### src/rtl/phase_ramp_gen_v4.sv
// phase_ramp_gen_v4 : closed-loop FOG serrodyne ladder with 2pi wrap against a
// runtime V2pi, delayed bias-modulation sum and saturated phase-ramp output.
// Optional feature macro: PR_WRAP_CNT_EN (signed saturating net wrap counter).
module phase_ramp_gen_v4 #(
   parameter int OUTPUT_BIT   = 16,
   parameter int MOD_DLY      = 1,
   parameter int WRAP_CNT_BIT = 24
) (
   input  logic                           i_clk,
   input  logic                           i_rst_n,
   input  logic                           i_trig,
   input  logic signed [OUTPUT_BIT-1:0]   i_step,
   input  logic                           i_fb_on,
   input  logic signed [OUTPUT_BIT-1:0]   i_mod,
   input  logic        [OUTPUT_BIT:0]     i_v2pi,
   output logic signed [OUTPUT_BIT-1:0]   o_ladderWave,
   output logic signed [OUTPUT_BIT-1:0]   o_phaseRamp,
   output logic                           o_wrap_p,
   output logic                           o_wrap_n,
   output logic signed [WRAP_CNT_BIT-1:0] o_wrap_cnt
);

   localparam int W  = OUTPUT_BIT;
   localparam int SW = OUTPUT_BIT + 2;

   localparam logic        [W:0]    V2PI_FULL = {1'b1, {W{1'b0}}};
   localparam logic        [W:0]    V2PI_MIN  = {{(W-2){1'b0}}, 3'b100};
   localparam logic signed [SW-1:0] ONE_S     = {{(SW-1){1'b0}}, 1'b1};
   localparam logic signed [W:0]    PR_MAX    = {2'b00, {(W-1){1'b1}}};
   localparam logic signed [W:0]    PR_MIN    = {2'b11, {(W-1){1'b0}}};

   typedef enum logic {ST_OFF = 1'b0, ST_RUN = 1'b1} state_t;

   state_t                r_state;
   logic        [W:0]     r_v2pi;
   logic signed [W-1:0]   r_ladder;
   logic signed [W-1:0]   r_phase_ramp;
   logic                  r_wrap_p;
   logic                  r_wrap_n;

   logic        [W:0]     w_v2pi_in;
   logic        [W:0]     w_v2pi_ld;
   logic signed [SW-1:0]  w_v2pi_ext;
   logic signed [SW-1:0]  w_half;
   logic signed [SW-1:0]  w_lim;
   logic signed [SW-1:0]  w_step_ext;
   logic signed [SW-1:0]  w_stepc;
   logic signed [SW-1:0]  w_sum;
   logic signed [W-1:0]   w_step_ladder;
   logic                  w_step_wrap_p;
   logic                  w_step_wrap_n;
   logic signed [W-1:0]   w_mod_d;
   logic signed [W:0]     w_pr_sum;
   logic signed [W-1:0]   w_pr_sat;

   // Qualify the incoming 2pi span: clear bit0, replace out-of-range values by full scale.
   always_comb begin
      w_v2pi_in = i_v2pi & ~{{W{1'b0}}, 1'b1};
      if ((w_v2pi_in < V2PI_MIN) || (w_v2pi_in > V2PI_FULL)) begin
         w_v2pi_ld = V2PI_FULL;
      end else begin
         w_v2pi_ld = w_v2pi_in;
      end
   end

   // Step path: clamp step to +-(half-1), add wide, wrap once by the frozen 2pi span.
   always_comb begin
      w_v2pi_ext    = signed'({1'b0, r_v2pi});
      w_half        = signed'({1'b0, r_v2pi} >> 1);
      w_lim         = w_half - ONE_S;
      w_step_ext    = {{2{i_step[W-1]}}, i_step};
      if (w_step_ext > w_lim) begin
         w_stepc = w_lim;
      end else if (w_step_ext < -w_lim) begin
         w_stepc = -w_lim;
      end else begin
         w_stepc = w_step_ext;
      end
      w_sum         = {{2{r_ladder[W-1]}}, r_ladder} + w_stepc;
      w_step_wrap_p = 1'b0;
      w_step_wrap_n = 1'b0;
      if (w_sum >= w_half) begin
         w_step_ladder = W'(w_sum - w_v2pi_ext);
         w_step_wrap_p = 1'b1;
      end else if (w_sum < -w_half) begin
         w_step_ladder = W'(w_sum + w_v2pi_ext);
         w_step_wrap_n = 1'b1;
      end else begin
         w_step_ladder = W'(w_sum);
      end
   end

   // Control FSM: OFF tracks V2pi and forces the ladder to 0, RUN applies triggered steps.
   always_ff @(posedge i_clk or negedge i_rst_n) begin
      if (!i_rst_n) begin
         r_state  <= ST_OFF;
         r_v2pi   <= V2PI_FULL;
         r_ladder <= {W{1'b0}};
         r_wrap_p <= 1'b0;
         r_wrap_n <= 1'b0;
      end else begin
         case (r_state)
            ST_OFF: begin
               r_ladder <= {W{1'b0}};
               r_wrap_p <= 1'b0;
               r_wrap_n <= 1'b0;
               r_v2pi   <= w_v2pi_ld;
               if (i_fb_on) begin
                  r_state <= ST_RUN;
               end else begin
                  r_state <= ST_OFF;
               end
            end
            ST_RUN: begin
               if (!i_fb_on) begin
                  r_state  <= ST_OFF;
                  r_ladder <= {W{1'b0}};
                  r_wrap_p <= 1'b0;
                  r_wrap_n <= 1'b0;
               end else if (i_trig) begin
                  r_ladder <= w_step_ladder;
                  r_wrap_p <= w_step_wrap_p;
                  r_wrap_n <= w_step_wrap_n;
               end else begin
                  r_wrap_p <= 1'b0;
                  r_wrap_n <= 1'b0;
               end
            end
            default: begin
               r_state  <= ST_OFF;
               r_ladder <= {W{1'b0}};
               r_wrap_p <= 1'b0;
               r_wrap_n <= 1'b0;
            end
         endcase
      end
   end

   // Modulation alignment delay line (pure wire when no stages are requested).
   generate
      if (MOD_DLY == 0) begin : g_mod_nodly
         assign w_mod_d = i_mod;
      end else begin : g_mod_dly
         logic signed [W-1:0] r_mod_pipe [MOD_DLY];
         // Shift the modulation word through MOD_DLY registers.
         always_ff @(posedge i_clk or negedge i_rst_n) begin
            if (!i_rst_n) begin
               for (int i = 0; i < MOD_DLY; i++) begin
                  r_mod_pipe[i] <= {W{1'b0}};
               end
            end else begin
               r_mod_pipe[0] <= i_mod;
               for (int i = 1; i < MOD_DLY; i++) begin
                  r_mod_pipe[i] <= r_mod_pipe[i-1];
               end
            end
         end
         assign w_mod_d = r_mod_pipe[MOD_DLY-1];
      end
   endgenerate

   // Saturating sum of ladder and delayed modulation; the DAC word must never wrap.
   always_comb begin
      w_pr_sum = {r_ladder[W-1], r_ladder} + {w_mod_d[W-1], w_mod_d};
      if (w_pr_sum > PR_MAX) begin
         w_pr_sat = W'(PR_MAX);
      end else if (w_pr_sum < PR_MIN) begin
         w_pr_sat = W'(PR_MIN);
      end else begin
         w_pr_sat = W'(w_pr_sum);
      end
   end

   // Register the phase-ramp output.
   always_ff @(posedge i_clk or negedge i_rst_n) begin
      if (!i_rst_n) begin
         r_phase_ramp <= {W{1'b0}};
      end else begin
         r_phase_ramp <= w_pr_sat;
      end
   end

`ifdef PR_WRAP_CNT_EN
   localparam logic signed [WRAP_CNT_BIT-1:0] CNT_MAX = {1'b0, {(WRAP_CNT_BIT-1){1'b1}}};
   localparam logic signed [WRAP_CNT_BIT-1:0] CNT_MIN = {1'b1, {(WRAP_CNT_BIT-1){1'b0}}};
   localparam logic signed [WRAP_CNT_BIT-1:0] CNT_ONE = {{(WRAP_CNT_BIT-1){1'b0}}, 1'b1};
   logic signed [WRAP_CNT_BIT-1:0] r_wrap_cnt;

   // Net wrap counter, moving on the same edge as the wrap pulse; held at 0 outside RUN.
   always_ff @(posedge i_clk or negedge i_rst_n) begin
      if (!i_rst_n) begin
         r_wrap_cnt <= {WRAP_CNT_BIT{1'b0}};
      end else if ((r_state != ST_RUN) || !i_fb_on) begin
         r_wrap_cnt <= {WRAP_CNT_BIT{1'b0}};
      end else if (i_trig && w_step_wrap_p && (r_wrap_cnt != CNT_MAX)) begin
         r_wrap_cnt <= r_wrap_cnt + CNT_ONE;
      end else if (i_trig && w_step_wrap_n && (r_wrap_cnt != CNT_MIN)) begin
         r_wrap_cnt <= r_wrap_cnt - CNT_ONE;
      end else begin
         r_wrap_cnt <= r_wrap_cnt;
      end
   end
   assign o_wrap_cnt = r_wrap_cnt;
`else
   assign o_wrap_cnt = {WRAP_CNT_BIT{1'b0}};
`endif

   assign o_ladderWave = r_ladder;
   assign o_phaseRamp  = r_phase_ramp;
   assign o_wrap_p     = r_wrap_p;
   assign o_wrap_n     = r_wrap_n;

endmodule

### config.mk
export PLATFORM = sky130hd
export DESIGN_NAME = phase_ramp_gen_v4
export DESIGN_NICKNAME = d
export VERILOG_FILES = /design/src/rtl/phase_ramp_gen_v4.sv
export SDC_FILE = /design/constraint.sdc
export NUM_CORES = 1
export LEC_CHECK = 0
export BUFFER_PORTS_ARGS = -buffer_cell sky130_fd_sc_hd__buf_2
export CORE_ASPECT_RATIO = 1.2
export CORE_UTILIZATION = 60
export DETAILED_ROUTE_END_ITERATION = 10
export PLACE_DENSITY = 0.94
export SYNTH_ARGS = -nofsm -noshare
export SYNTH_HDL_FRONTEND = slang
export SYNTH_SLANG_ARGS = --single-unit
### constraint.sdc
create_clock -name i_clk -period 10.4 [get_ports i_clk]
set_input_delay 3.12 -clock i_clk [delete_from_list [all_inputs] [get_ports i_clk]]
set_output_delay 3.12 -clock i_clk [all_outputs]
set_load 0.03 [all_outputs]
==> results.txt <==
----------------------------------------------------
[Route]
  Final routed DRC violation total ... 1
  Detailed-route via count ... roughly 8000
  DRT Pass-1 Iters ... 9
  Routed wirelength normalized by instance count ... roughly 18 um
  WL final ... 22200 um
  Detailed router's first-iteration violation count ... 670
  Antenna Nets Post-Route ... 0
  Number of vias per cell ... about 6.5

[STA]
  Worst Hold Margin ... about 0.56 ns
  TNS Setup ... 0 ns
  Number of setup violations in the final report ... 0
  Upper clock frequency limit ... just over 0.1 GHz
  Worst slew pin tran ... approximately 1.2 ns
  Post-route fraction of the period consumed by the critical path ... 0.9466
  Worst path setup slack after routing ... about 0.56 ns
  Unrepaired setup endpoints after global routing ... no
  Skew final ... roughly 0.0077 ns
  Final Critical Period ... about 10 ns
  Max-slew violation count ... 0
  Total count of hold-check failures in the final report ... 0
  Tightest slew margin relative to the limit ... 0.2105

[Floorplanning]
  DIE HEIGHT ... approximately 130 um
  Full die area ... around 0.014 mm^2
  Number of standard-cell rows in the floorplan ... 46
  I/O Pins ... approximately 110
  Core Footprint ... ~0.013 mm^2
  Horizontal extent of the die ... approximately 110 um
  Initial core utilization ... 0.6138

[Critical path]
  R2r worst-path depth ... 43
  Capture point of the critical path ... o_ladderWave[8]$_DFFE_PN0P_
  Worst setup startpoint ... r_v2pi[2]$_DFFE_PN0N_
  Category of the critical setup timing path ... flip-flop to flip-flop
  Kind of launch point of the worst setup path ... flip-flop
  Category of the worst setup path capture point ... flip-flop
  Critical Path Slowest Stage Cell ... dfrtp_1
  Most Frequent Cell on Critical Path ... and3_1
  Register-to-register setup slack ... 0.56 ns
  Arrival time of data at the critical path endpoint ... a little over 10 ns
  Reg-to-reg critical path startpoint ... r_v2pi[2]$_DFFE_PN0N_
  Critical R2R Capture ... o_ladderWave[8]$_DFFE_PN0P_
  Worst stage delay on the critical path ... 0.39 ns
  Required time of the critical path ... approximately 11 ns
  Largest fanout of any net on the critical path ... 11

[Finish]
  Final Cell Area ... between 0.008 and 0.009 mm^2
  Most used cells in the layout excluding fill and tap cells ... ha_1, a21oi_1, buf_2
  Net total in the final layout ... ~1200
  Signed area change from the synthesized netlist to the final layout ... 10.24%
  Ratio of cells with drive above 1 in the final layout ... 0.1328
  Post-Route Utilization ... 0.6767
  Inserted Diodes ... 0
  Most common cell after layout, fill and taps aside ... ha_1

[Place]
  GP Congestion ... between 0.9 and 1
  Total cell area at the placement stage ... approximately 0.0086 mm^2
  Input/output buffers ... 85
  Minimum setup slack after placement ... a little under 0.7 ns
  Detailed placement HPWL ... roughly 17000 um

[GRT]
  Via count of the first global-routing pass ... around 7600
  Global route overflow ... 0
  Pin count of the biggest net entering global routing ... 68
  Antenna violations before repair ... 0
  All-Layer GR Usage ... 0.3244
  Global-route wire length before repair ... about 36000 um

[Synth]
  Yosys top cell area share ... 0.2041
  Top cells by area in the synthesized netlist ... dfrtp_1, ha_1, xnor2_1
  Post-synthesis register bit count ... 67
  EDFF count, synth ... 0
  Synthesis warning total ... 0
  Async S/R FF share, synth ... 1.000
  Top FF cell, synth ... dfrtp_1
  Average instance area after synthesis ... roughly 8.3 um^2
  Synth cell types ... between 70 and 80
  Sequential area share after synthesis ... 0.2074
  Cell taking the most area after synthesis ... dfrtp_1
  Syn Std Cell Area ... roughly 0.0081 mm^2
  Post-Synthesis Cells ... roughly 980

[Clock tree]
  Worst-path clk slew ... about 0.060 ns
  CTS sink cnt ... 67
  Depth of the CTS H-tree ... 3
  Number of buffers added to fix hold violations after cts ... 0
  Number of CTS-inserted buffers ... 9
  Root Driver ... clkbuf_16
  CTS tree ... built
  Number of setup buffers added after CTS ... 0
  Insertion delay to the later sink of the worst-skew pair ... 0.35 ns
  Max Root-Sink Buffers ... 2

[Power]
  IR drop worst, VDD ... around 210 uV
  Leakage power figure ... 4.438 nW
  Total power density per cell area ... roughly 330 mW/mm^2

[Worst hold path]
  Min-Delay Path Class ... flip-flop to flip-flop

[Status]
  Violated checks ... design-rule violations
  Status ... complete, but fails checks

[Run]
  Number of maximum-capacitance constraint violations ... 0

----------------------------------------------------
cells by family after synthesis:
group | count (synthesis) | share of synthesized area
muxes | 13 | 0.01655
adders and majority gates | 136 | 0.2140
DFF | 67 | 0.2074
xor gates and xnor gates | 76 | 0.08692
buffers and inverters | 119 | 0.06820
AOI/OAI and AO/OA | 296 | 0.2314
and+or+nand+nor | 270 | 0.1751
other | 1 | 0.0004635
area by class of cell:
class / count / area, um^2
clock buffers: 9 / 225.2
inverters: 68 / 255.2
repair buffers: 96 / 508.0
well taps: 168 / 210.2
clock inverters: 7 / 83.83
multi-input cells: 815 / 5958
flip-flops and latches: 67 / 1678
fillers: 1005 / 4262
where the power goes:
part,switching (mW),internal (mW)
logic,1.37,0.863
clock network,0.133,0.190
registers,0.0665,0.330
total,1.57,1.38
flip-flops by register name, summed over array words and instances (netlist names):
signal,cells
o_wrap_p,1
g_mod_dly.r_mod_pipe,16
o_wrap_n,1
r_v2pi,16
o_phaseRamp,16
r_state,1
o_ladderWave,16
Yosys cell counts (all sizes together) (7+ instances only):
cell    number
a211oi      12
o21ai       65
a211o        7
xnor2       64
mux2i       10
o31ai        8
a21o        23
o21a         9
o22ai       14
xor2        11
a21oi       97
nand2       64
nor2        50
nor4        11
inv         68
clkbuf      21
nand2b       9
dfrtp       66
buf         30
o21bai       8
nor3        25
nand4       14
ha         132
a31oi        8
nor2b       15
nand3       23
and2         7
and3        26
layer usage:
| layer | up-vias | GRT usage | part of all wire |
|---|---|---|---|
| met2 | 448 | 0.5414 | 0.48 |
| met1 | 3716 | 0.3743 | 0.38 |
| met3 | 133 | 0.05684 | 0.076 |
| met5 | - | 0 | 0 |
| li1 | 3695 | - | - |
| met4 | 0 | 0.2313 | 0.067 |
how the worst min path moves through the flow:
stage	start	to	cells after the start
final	r_v2pi[16]$_DFFE_PN1N_	r_v2pi[16]$_DFFE_PN1N_	2
after global routing	r_v2pi[16]$_DFFE_PN1N_	r_v2pi[16]$_DFFE_PN1N_	2
after CTS	r_v2pi[16]$_DFFE_PN1N_	r_v2pi[16]$_DFFE_PN1N_	2
after detailed placement	r_v2pi[16]$_DFFE_PN1N_	r_v2pi[16]$_DFFE_PN1N_	2
after global placement	r_v2pi[16]$_DFFE_PN1N_	r_v2pi[16]$_DFFE_PN1N_	2
after floorplan	r_v2pi[16]$_DFFE_PN1N_	r_v2pi[16]$_DFFE_PN1N_	2
critical path, delay by kind of cell (launching register included):
family,cells,cell delay (ns)
adders and majority gates,4,1.09
DFF,1,0.39
xor gates and xnor gates,2,0.51
AOI/OAI and AO/OA,14,3.07
buffers and inverters,3,0.67
and+or+nand+nor,20,3.97
through the flow:
stage / std cells / power, mW
3_5_place_dp: 1214 / 2.539
4_1_cts: 1230 / 2.891
2_1_floorplan: 1001 / 2.036
3_3_place_gp: 1214 / 2.454
5_1_grt: 1230 / 3.183
6_report: 1230 / 2.953
what timing repair did:
action,CTS,global route
setup endpoints to repair,0,7
endpoints found under the hold margin,0,0
gates resized for setup,0,3
Power figures use the tool's default switching activity.
